## src/rtl/fft_pkg.sv

```systemverilog
// Shared types and helpers for the radix-2 butterfly datapath.
// Combinational helpers only; no latency or flow control of its own.
package fft_pkg;

  localparam int FFT_DW = 16;
  localparam int FFT_TW = 16;

  // Q1.15 twiddle values for +1 (closest representable) and -1.
  localparam logic [15:0] TW_ONE       = 16'h7FFF;
  localparam logic [15:0] TW_MINUS_ONE = 16'h8000;

  typedef struct packed {
    logic signed [FFT_DW-1:0] re;
    logic signed [FFT_DW-1:0] im;
  } cplx_t;

  // Clamp v to the signed range of a w-bit value; result stays sign-extended to 64 bits.
  function automatic logic signed [63:0] sat_signed(input logic signed [63:0] v, input int w);
    logic signed [63:0] hi;
    logic signed [63:0] lo;
    hi = (64'sd1 <<< (w - 1)) - 64'sd1;
    lo = -(64'sd1 <<< (w - 1));
    if (v > hi) begin
      sat_signed = hi;
    end else if (v < lo) begin
      sat_signed = lo;
    end else begin
      sat_signed = v;
    end
  endfunction

endpackage

```

## src/rtl/fft_cmult.sv

```systemverilog
// Complex multiply W*B scaled back to data precision and clamped to DATA_WIDTH+1 bits.
// Latency 2 cycles (products, then scaled sums); every stage holds while en=0.
// FFT_BUTTERFLY_ROUND_EN selects round-half-up instead of truncation on the scale.
module fft_cmult
  import fft_pkg::*;
#(
  parameter int DATA_WIDTH    = FFT_DW,
  parameter int TWIDDLE_WIDTH = FFT_TW,
  parameter int SIDE_WIDTH    = 2 * FFT_DW
) (
  input  logic                            clk_i,
  input  logic                            reset_n_i,
  input  logic                            en,
  input  logic                            in_vld,
  input  logic signed [DATA_WIDTH-1:0]    b_re,
  input  logic signed [DATA_WIDTH-1:0]    b_im,
  input  logic signed [TWIDDLE_WIDTH-1:0] w_re,
  input  logic signed [TWIDDLE_WIDTH-1:0] w_im,
  input  logic        [SIDE_WIDTH-1:0]    side_in,
  output logic                            s2_vld,
  output logic                            s3_vld,
  output logic signed [DATA_WIDTH:0]      wb_re,
  output logic signed [DATA_WIDTH:0]      wb_im,
  output logic        [SIDE_WIDTH-1:0]    side_out
);

  localparam int PW = DATA_WIDTH + TWIDDLE_WIDTH;

  logic signed [PW-1:0]   p_rr, p_ii, p_ri, p_ir;
  logic [SIDE_WIDTH-1:0]  side_s2;
  logic signed [63:0]     sum_re, sum_im, sc_re, sc_im;

  always_ff @(posedge clk_i or negedge reset_n_i) begin
    if (!reset_n_i) begin
      s2_vld <= 1'b0;
      s3_vld <= 1'b0;
    end else if (en) begin
      s2_vld <= in_vld;
      s3_vld <= s2_vld;
    end
  end

  always_ff @(posedge clk_i) begin
    if (en) begin
      p_rr    <= PW'(b_re) * PW'(w_re);
      p_ii    <= PW'(b_im) * PW'(w_im);
      p_ri    <= PW'(b_re) * PW'(w_im);
      p_ir    <= PW'(b_im) * PW'(w_re);
      side_s2 <= side_in;
    end
  end

  // The 64-bit working width comfortably covers the PW+1 bit sums plus the rounding bias.
  always_comb begin
    sum_re = 64'(p_rr) - 64'(p_ii);
    sum_im = 64'(p_ri) + 64'(p_ir);
`ifdef FFT_BUTTERFLY_ROUND_EN
    sum_re = sum_re + (64'sd1 <<< (TWIDDLE_WIDTH - 2));
    sum_im = sum_im + (64'sd1 <<< (TWIDDLE_WIDTH - 2));
`endif
    sc_re = sum_re >>> (TWIDDLE_WIDTH - 1);
    sc_im = sum_im >>> (TWIDDLE_WIDTH - 1);
  end

  always_ff @(posedge clk_i) begin
    if (en) begin
      wb_re    <= (DATA_WIDTH + 1)'(sat_signed(sc_re, DATA_WIDTH + 1));
      wb_im    <= (DATA_WIDTH + 1)'(sat_signed(sc_im, DATA_WIDTH + 1));
      side_out <= side_s2;
    end
  end

endmodule

```

## src/rtl/fft_butterfly_unit.sv

```systemverilog
// Radix-2 DIT butterfly X=A+W*B, Y=A-W*B with saturation; 4-cycle latency, 1 word/cycle.
// Global stall: all stages hold while out_valid_o=1 and out_ready_i=0 (in_ready_o drops).
// Build option FFT_BUTTERFLY_ROUND_EN: round-half-up on the twiddle product scale.
module fft_butterfly_unit
  import fft_pkg::*;
#(
  parameter int DATA_WIDTH    = FFT_DW,
  parameter int TWIDDLE_WIDTH = FFT_TW
) (
  input  logic                     clk_i,
  input  logic                     reset_n_i,
  input  logic [DATA_WIDTH-1:0]    a_real_i,
  input  logic [DATA_WIDTH-1:0]    a_imag_i,
  input  logic [DATA_WIDTH-1:0]    b_real_i,
  input  logic [DATA_WIDTH-1:0]    b_imag_i,
  input  logic [TWIDDLE_WIDTH-1:0] tw_real_i,
  input  logic [TWIDDLE_WIDTH-1:0] tw_imag_i,
  input  logic                     in_valid_i,
  output logic                     in_ready_o,
  output logic [DATA_WIDTH-1:0]    x_real_o,
  output logic [DATA_WIDTH-1:0]    x_imag_o,
  output logic [DATA_WIDTH-1:0]    y_real_o,
  output logic [DATA_WIDTH-1:0]    y_imag_o,
  output logic                     out_valid_o,
  input  logic                     out_ready_i,
  output logic                     sat_o,
  output logic [7:0]               sat_count_o,
  input  logic                     clear_i,
  output logic                     busy_o
);

  logic                            adv, s1_vld, s2_vld, s3_vld;
  logic signed [DATA_WIDTH-1:0]    a_re1, a_im1, b_re1, b_im1;
  logic signed [TWIDDLE_WIDTH-1:0] w_re1, w_im1;
  logic signed [DATA_WIDTH:0]      wb_re, wb_im;
  logic [2*DATA_WIDTH-1:0]         a_s3;
  logic signed [DATA_WIDTH-1:0]    a_re3, a_im3;
  logic signed [63:0]              xr_sum, xi_sum, yr_sum, yi_sum;
  logic signed [DATA_WIDTH-1:0]    xr_d, xi_d, yr_d, yi_d;
  logic                            sat_d, sat_q;

  assign adv        = !out_valid_o || out_ready_i;
  assign in_ready_o = adv;
  assign busy_o     = s1_vld | s2_vld | s3_vld | out_valid_o;
  assign sat_o      = out_valid_o & sat_q;
  assign a_re3      = a_s3[2*DATA_WIDTH-1:DATA_WIDTH];
  assign a_im3      = a_s3[DATA_WIDTH-1:0];

  always_ff @(posedge clk_i or negedge reset_n_i) begin
    if (!reset_n_i) begin
      s1_vld      <= 1'b0;
      out_valid_o <= 1'b0;
    end else if (adv) begin
      s1_vld      <= in_valid_i;
      out_valid_o <= s3_vld;
    end
  end

  always_ff @(posedge clk_i) begin
    if (adv) begin
      a_re1 <= a_real_i;
      a_im1 <= a_imag_i;
      b_re1 <= b_real_i;
      b_im1 <= b_imag_i;
      w_re1 <= tw_real_i;
      w_im1 <= tw_imag_i;
    end
  end

  // A rides through the multiplier stages as side-band so it lines up with W*B at S4.
  fft_cmult #(
    .DATA_WIDTH   (DATA_WIDTH),
    .TWIDDLE_WIDTH(TWIDDLE_WIDTH),
    .SIDE_WIDTH   (2 * DATA_WIDTH)
  ) u_cmult (
    .clk_i    (clk_i),
    .reset_n_i(reset_n_i),
    .en       (adv),
    .in_vld   (s1_vld),
    .b_re     (b_re1),
    .b_im     (b_im1),
    .w_re     (w_re1),
    .w_im     (w_im1),
    .side_in  ({a_re1, a_im1}),
    .s2_vld   (s2_vld),
    .s3_vld   (s3_vld),
    .wb_re    (wb_re),
    .wb_im    (wb_im),
    .side_out (a_s3)
  );

  always_comb begin
    xr_sum = 64'(a_re3) + 64'(wb_re);
    xi_sum = 64'(a_im3) + 64'(wb_im);
    yr_sum = 64'(a_re3) - 64'(wb_re);
    yi_sum = 64'(a_im3) - 64'(wb_im);
    xr_d   = DATA_WIDTH'(sat_signed(xr_sum, DATA_WIDTH));
    xi_d   = DATA_WIDTH'(sat_signed(xi_sum, DATA_WIDTH));
    yr_d   = DATA_WIDTH'(sat_signed(yr_sum, DATA_WIDTH));
    yi_d   = DATA_WIDTH'(sat_signed(yi_sum, DATA_WIDTH));
    sat_d  = (64'(xr_d) != xr_sum) | (64'(xi_d) != xi_sum) |
             (64'(yr_d) != yr_sum) | (64'(yi_d) != yi_sum);
  end

  always_ff @(posedge clk_i) begin
    if (adv) begin
      x_real_o <= xr_d;
      x_imag_o <= xi_d;
      y_real_o <= yr_d;
      y_imag_o <= yi_d;
      sat_q    <= sat_d;
    end
  end

  always_ff @(posedge clk_i or negedge reset_n_i) begin
    if (!reset_n_i) begin
      sat_count_o <= 8'd0;
    end else if (clear_i) begin
      sat_count_o <= 8'd0;
    end else if (out_valid_o && out_ready_i && sat_o && (sat_count_o != 8'hFF)) begin
      sat_count_o <= sat_count_o + 8'd1;
    end
  end

endmodule

```

## config.mk

```make
export PLATFORM = sky130hd
export DESIGN_NAME = fft_butterfly_unit
export DESIGN_NICKNAME = d
export VERILOG_FILES = /design/src/rtl/fft_pkg.sv /design/src/rtl/fft_cmult.sv /design/src/rtl/fft_butterfly_unit.sv
export SDC_FILE = /design/constraint.sdc
export NUM_CORES = 2
export LEC_CHECK = 0
export CAP_MARGIN = 20
export CORE_MARGIN = 2
export CORE_UTILIZATION = 55
export CTS_BUF_LIST = sky130_fd_sc_hd__clkbuf_4 sky130_fd_sc_hd__clkbuf_8 sky130_fd_sc_hd__clkbuf_16
export DETAILED_ROUTE_END_ITERATION = 6
export PLACE_DENSITY_LB_ADDON = 0.2
export SETUP_SLACK_MARGIN = 0.05
export SYNTH_ARGS = -nofsm -noshare
export SYNTH_HDL_FRONTEND = slang
export SYNTH_SLANG_ARGS = --single-unit
```

## constraint.sdc

```tcl
create_clock -name clk_i -period 29.8 [get_ports clk_i]
set_clock_uncertainty 0.1 [all_clocks]
set_input_delay 7.45 -clock clk_i [delete_from_list [all_inputs] [get_ports clk_i]]
set_output_delay 7.45 -clock clk_i [all_outputs]
set_load 0.1 [all_outputs]
```

==> metrics.txt <==
Req. time, crit path 22.25 ns; Crit. End Element output pin; Post-Syn Instances 5645; Fmax 0.0579 GHz; Worst-Skew Late Latency 0.65 ns; Site Rows 118; ys flop type edfxtp_1; most frequent CP cell clkdlybuf4s50_1; most frequent cell after synthesis inv_1; Die Ht 327 um; vias in the first global route 40588; Post-CTS Setup Bufs 0; CP startpoint kind input port; CTS Buffer Depth 3; Final Hold Viols 0; Synth area leaders fa_1 (37%), edfxtp_1 (20%), ha_1 (10%); Synth Warn # 0; Final ANT Viol Nets 0; Seq cells post-synth 399; Post-Route WL 129000 um; Mean Syn Cell Area 10.1 sq um; die width 327 um; slowest cell delay on critical path 1.29 ns; Slew @ Worst Pin 1.05 ns; unrepaired setup endpoints after global routing false; CP max stage cell clkdlybuf4s50_1; Layout area overhead 8.49%; Max Cap Violations 0; kind of critical path in -> out; antenna violations before repair 4; post-DR wirelength/cell 18.0 um; Synth area leader fa_1; WP buf/inv 2; fin. max-slew vios 0; Post-synth ARST share 0.0301; Hold Crit Class reg -> reg; Setup Viol. Count Final 0; Worst-path clk slew 0.07 ns; Initial Utilization 0.554; share of cells above drive strength 1 0.0321; Post-synth top cells inv_1 (1263), fa_1 (1052), nand2_1 (552), and2_1 (502), ha_1 (459); fin nets 7335; dpl hpwl 98100 um; number of vias per cell 5.38; Cell variety after synth 73; number of flops mapped to enable cells by yosys 387; placeable core area 103000 sq um; Vias 38429; total grt overflow 0; Max FO, Critical Path 30; Starting DRT DRC Count 2757; H-tree levels 2; synthesized cell area 57200 sq um; Top delay family on crit path buffers and inverters; DRC 3; status complete, but fails checks; top-area cell type share of the netlist area 0.368; DIE AREA 107000 sq um; worst rel slew slack 0.301; largest net degree at the start of global routing 79; CP cell instances clkdlybuf4s50_1, nand2b_4, clkdlybuf4s50_1; Port Buffer Count 176; post-synthesis sequential area ratio 0.208; post-route minimum period 17.28 ns; CTS Buf Count 50; Total GRT Usage 0.254; fin crit share 0.580; Initial DRT Pass Iterations 7; hold_buf cts 0; WP data arrival 9.73 ns; global-route wire length before repair 215000 um; syn_nets 7257; Placer Congestion 0.878; CTS resizes 0; failing checks design-rule violations; clock sink total 399; setup TNS 0 ns; CTS tree done; IO Count 177; root buffer cell clkbuf_16
## kinds of logic (layout without fill, tap and decap cells)
| family | Yosys count | after routing | share of synthesized area |
|---|---|---|---|
| AOI/OAI and AO/OA | 594 | 594 | 0.0652 |
| xor gates and xnor gates | 230 | 230 | 0.0352 |
| adders and majority gates | 1511 | 1511 | 0.468 |
| buffers and inverters | 1490 | 1608 | 0.0980 |
| DFF | 399 | 399 | 0.208 |
| muxes | 7 | 7 | 0.00138 |
| other | 0 | 2 | 0 |
| and+or+nand+nor | 1414 | 1414 | 0.123 |
## registers in the layout, indices dropped and copies added (netlist names)
register / cells
a_re1: 16
u_cmult.p_ii: 32
sat_count_o: 8
u_cmult.p_ri: 32
b_re1: 16
w_re1: 16
y_imag_o: 16
u_cmult.s3_vld: 1
u_cmult.s2_vld: 1
sat_q: 1
y_real_o: 16
x_real_o: 16
u_cmult.p_rr: 32
u_cmult.side_out: 32
s1_vld: 1
u_cmult.wb_im: 17
u_cmult.wb_re: 17
u_cmult.side_s2: 32
x_imag_o: 16
out_valid_o: 1
w_im1: 16
a_im1: 16
u_cmult.p_ir: 32
b_im1: 16
## through the flow
stage	instances	hold slack (ns)	area, sq um	utilization	setup slack [ns]
after floorplan	5645	0.300	57200	-	4.78
after global placement	7050	0.302	60400	0.584	12.51
after detailed placement	7050	0.305	60400	0.584	12.50
after CTS	7142	0.300	62100	0.600	12.49
after global routing	7143	0.307	62100	0.601	12.45
final	7145	0.311	62100	0.601	12.52
## placed cells by master, fill, tap and decap left out, types with 18 or more instances in the layout
cell type	Yosys	final
nor2_1	148	148
nand2b_1	46	45
xor2_1	49	49
o21bai_1	35	35
clkdlybuf4s50_1	0	176
nor2b_1	18	18
xnor2_1	181	181
clkbuf_16	0	50
fa_1	1052	1052
ha_1	459	459
and3_1	23	23
edfxtp_1	387	387
o21ai_0	136	136
a31oi_1	21	21
inv_1	1263	1263
nand3_1	32	32
nand2_1	552	552
nor3_1	31	30
a21o_1	66	66
buf_4	0	74
a211oi_1	22	22
and2_1	502	502
a21oi_1	193	193
## final timing paths
kind	start	end	slack, ns	cells after the start
max	out_ready_i	in_ready_o	12.52	3
min	a_im1[10]	u_cmult.side_s2[10]	0.31	0
max reg2reg	w_re1[1]	u_cmult.p_rr[31]	22.16	22
min reg2reg	a_im1[10]	u_cmult.side_s2[10]	0.31	0
max in group asynchronous	reset_n_i	sat_count_o[2]	22.16	1
min in group asynchronous	reset_n_i	sat_count_o[7]	7.08	1
## cell type report
class	count	area [sq um]
Inverter	1266	4750
Multi-Input combinational cell	3756	39700
Clock inverter	34	344
Fill cell	8746	41300
Antenna cell	2	5.00
Sequential cell	399	11900
Tap cell	1380	1730
Clock buffer	58	1310
Timing Repair Buffer	250	2320
## per-layer routing
layer | part of all wire | wire length (um) | global-route usage
met2 | 0.45 | 58000 | 0.392
met4 | 0.031 | 3970 | 0.0766
met3 | 0.073 | 9450 | 0.0384
met5 | 0 | 0 | 0
met1 | 0.45 | 57500 | 0.375
Power is not shown: default switching activity piles up to over one toggle a cycle in this logic, so the estimate is an artifact.
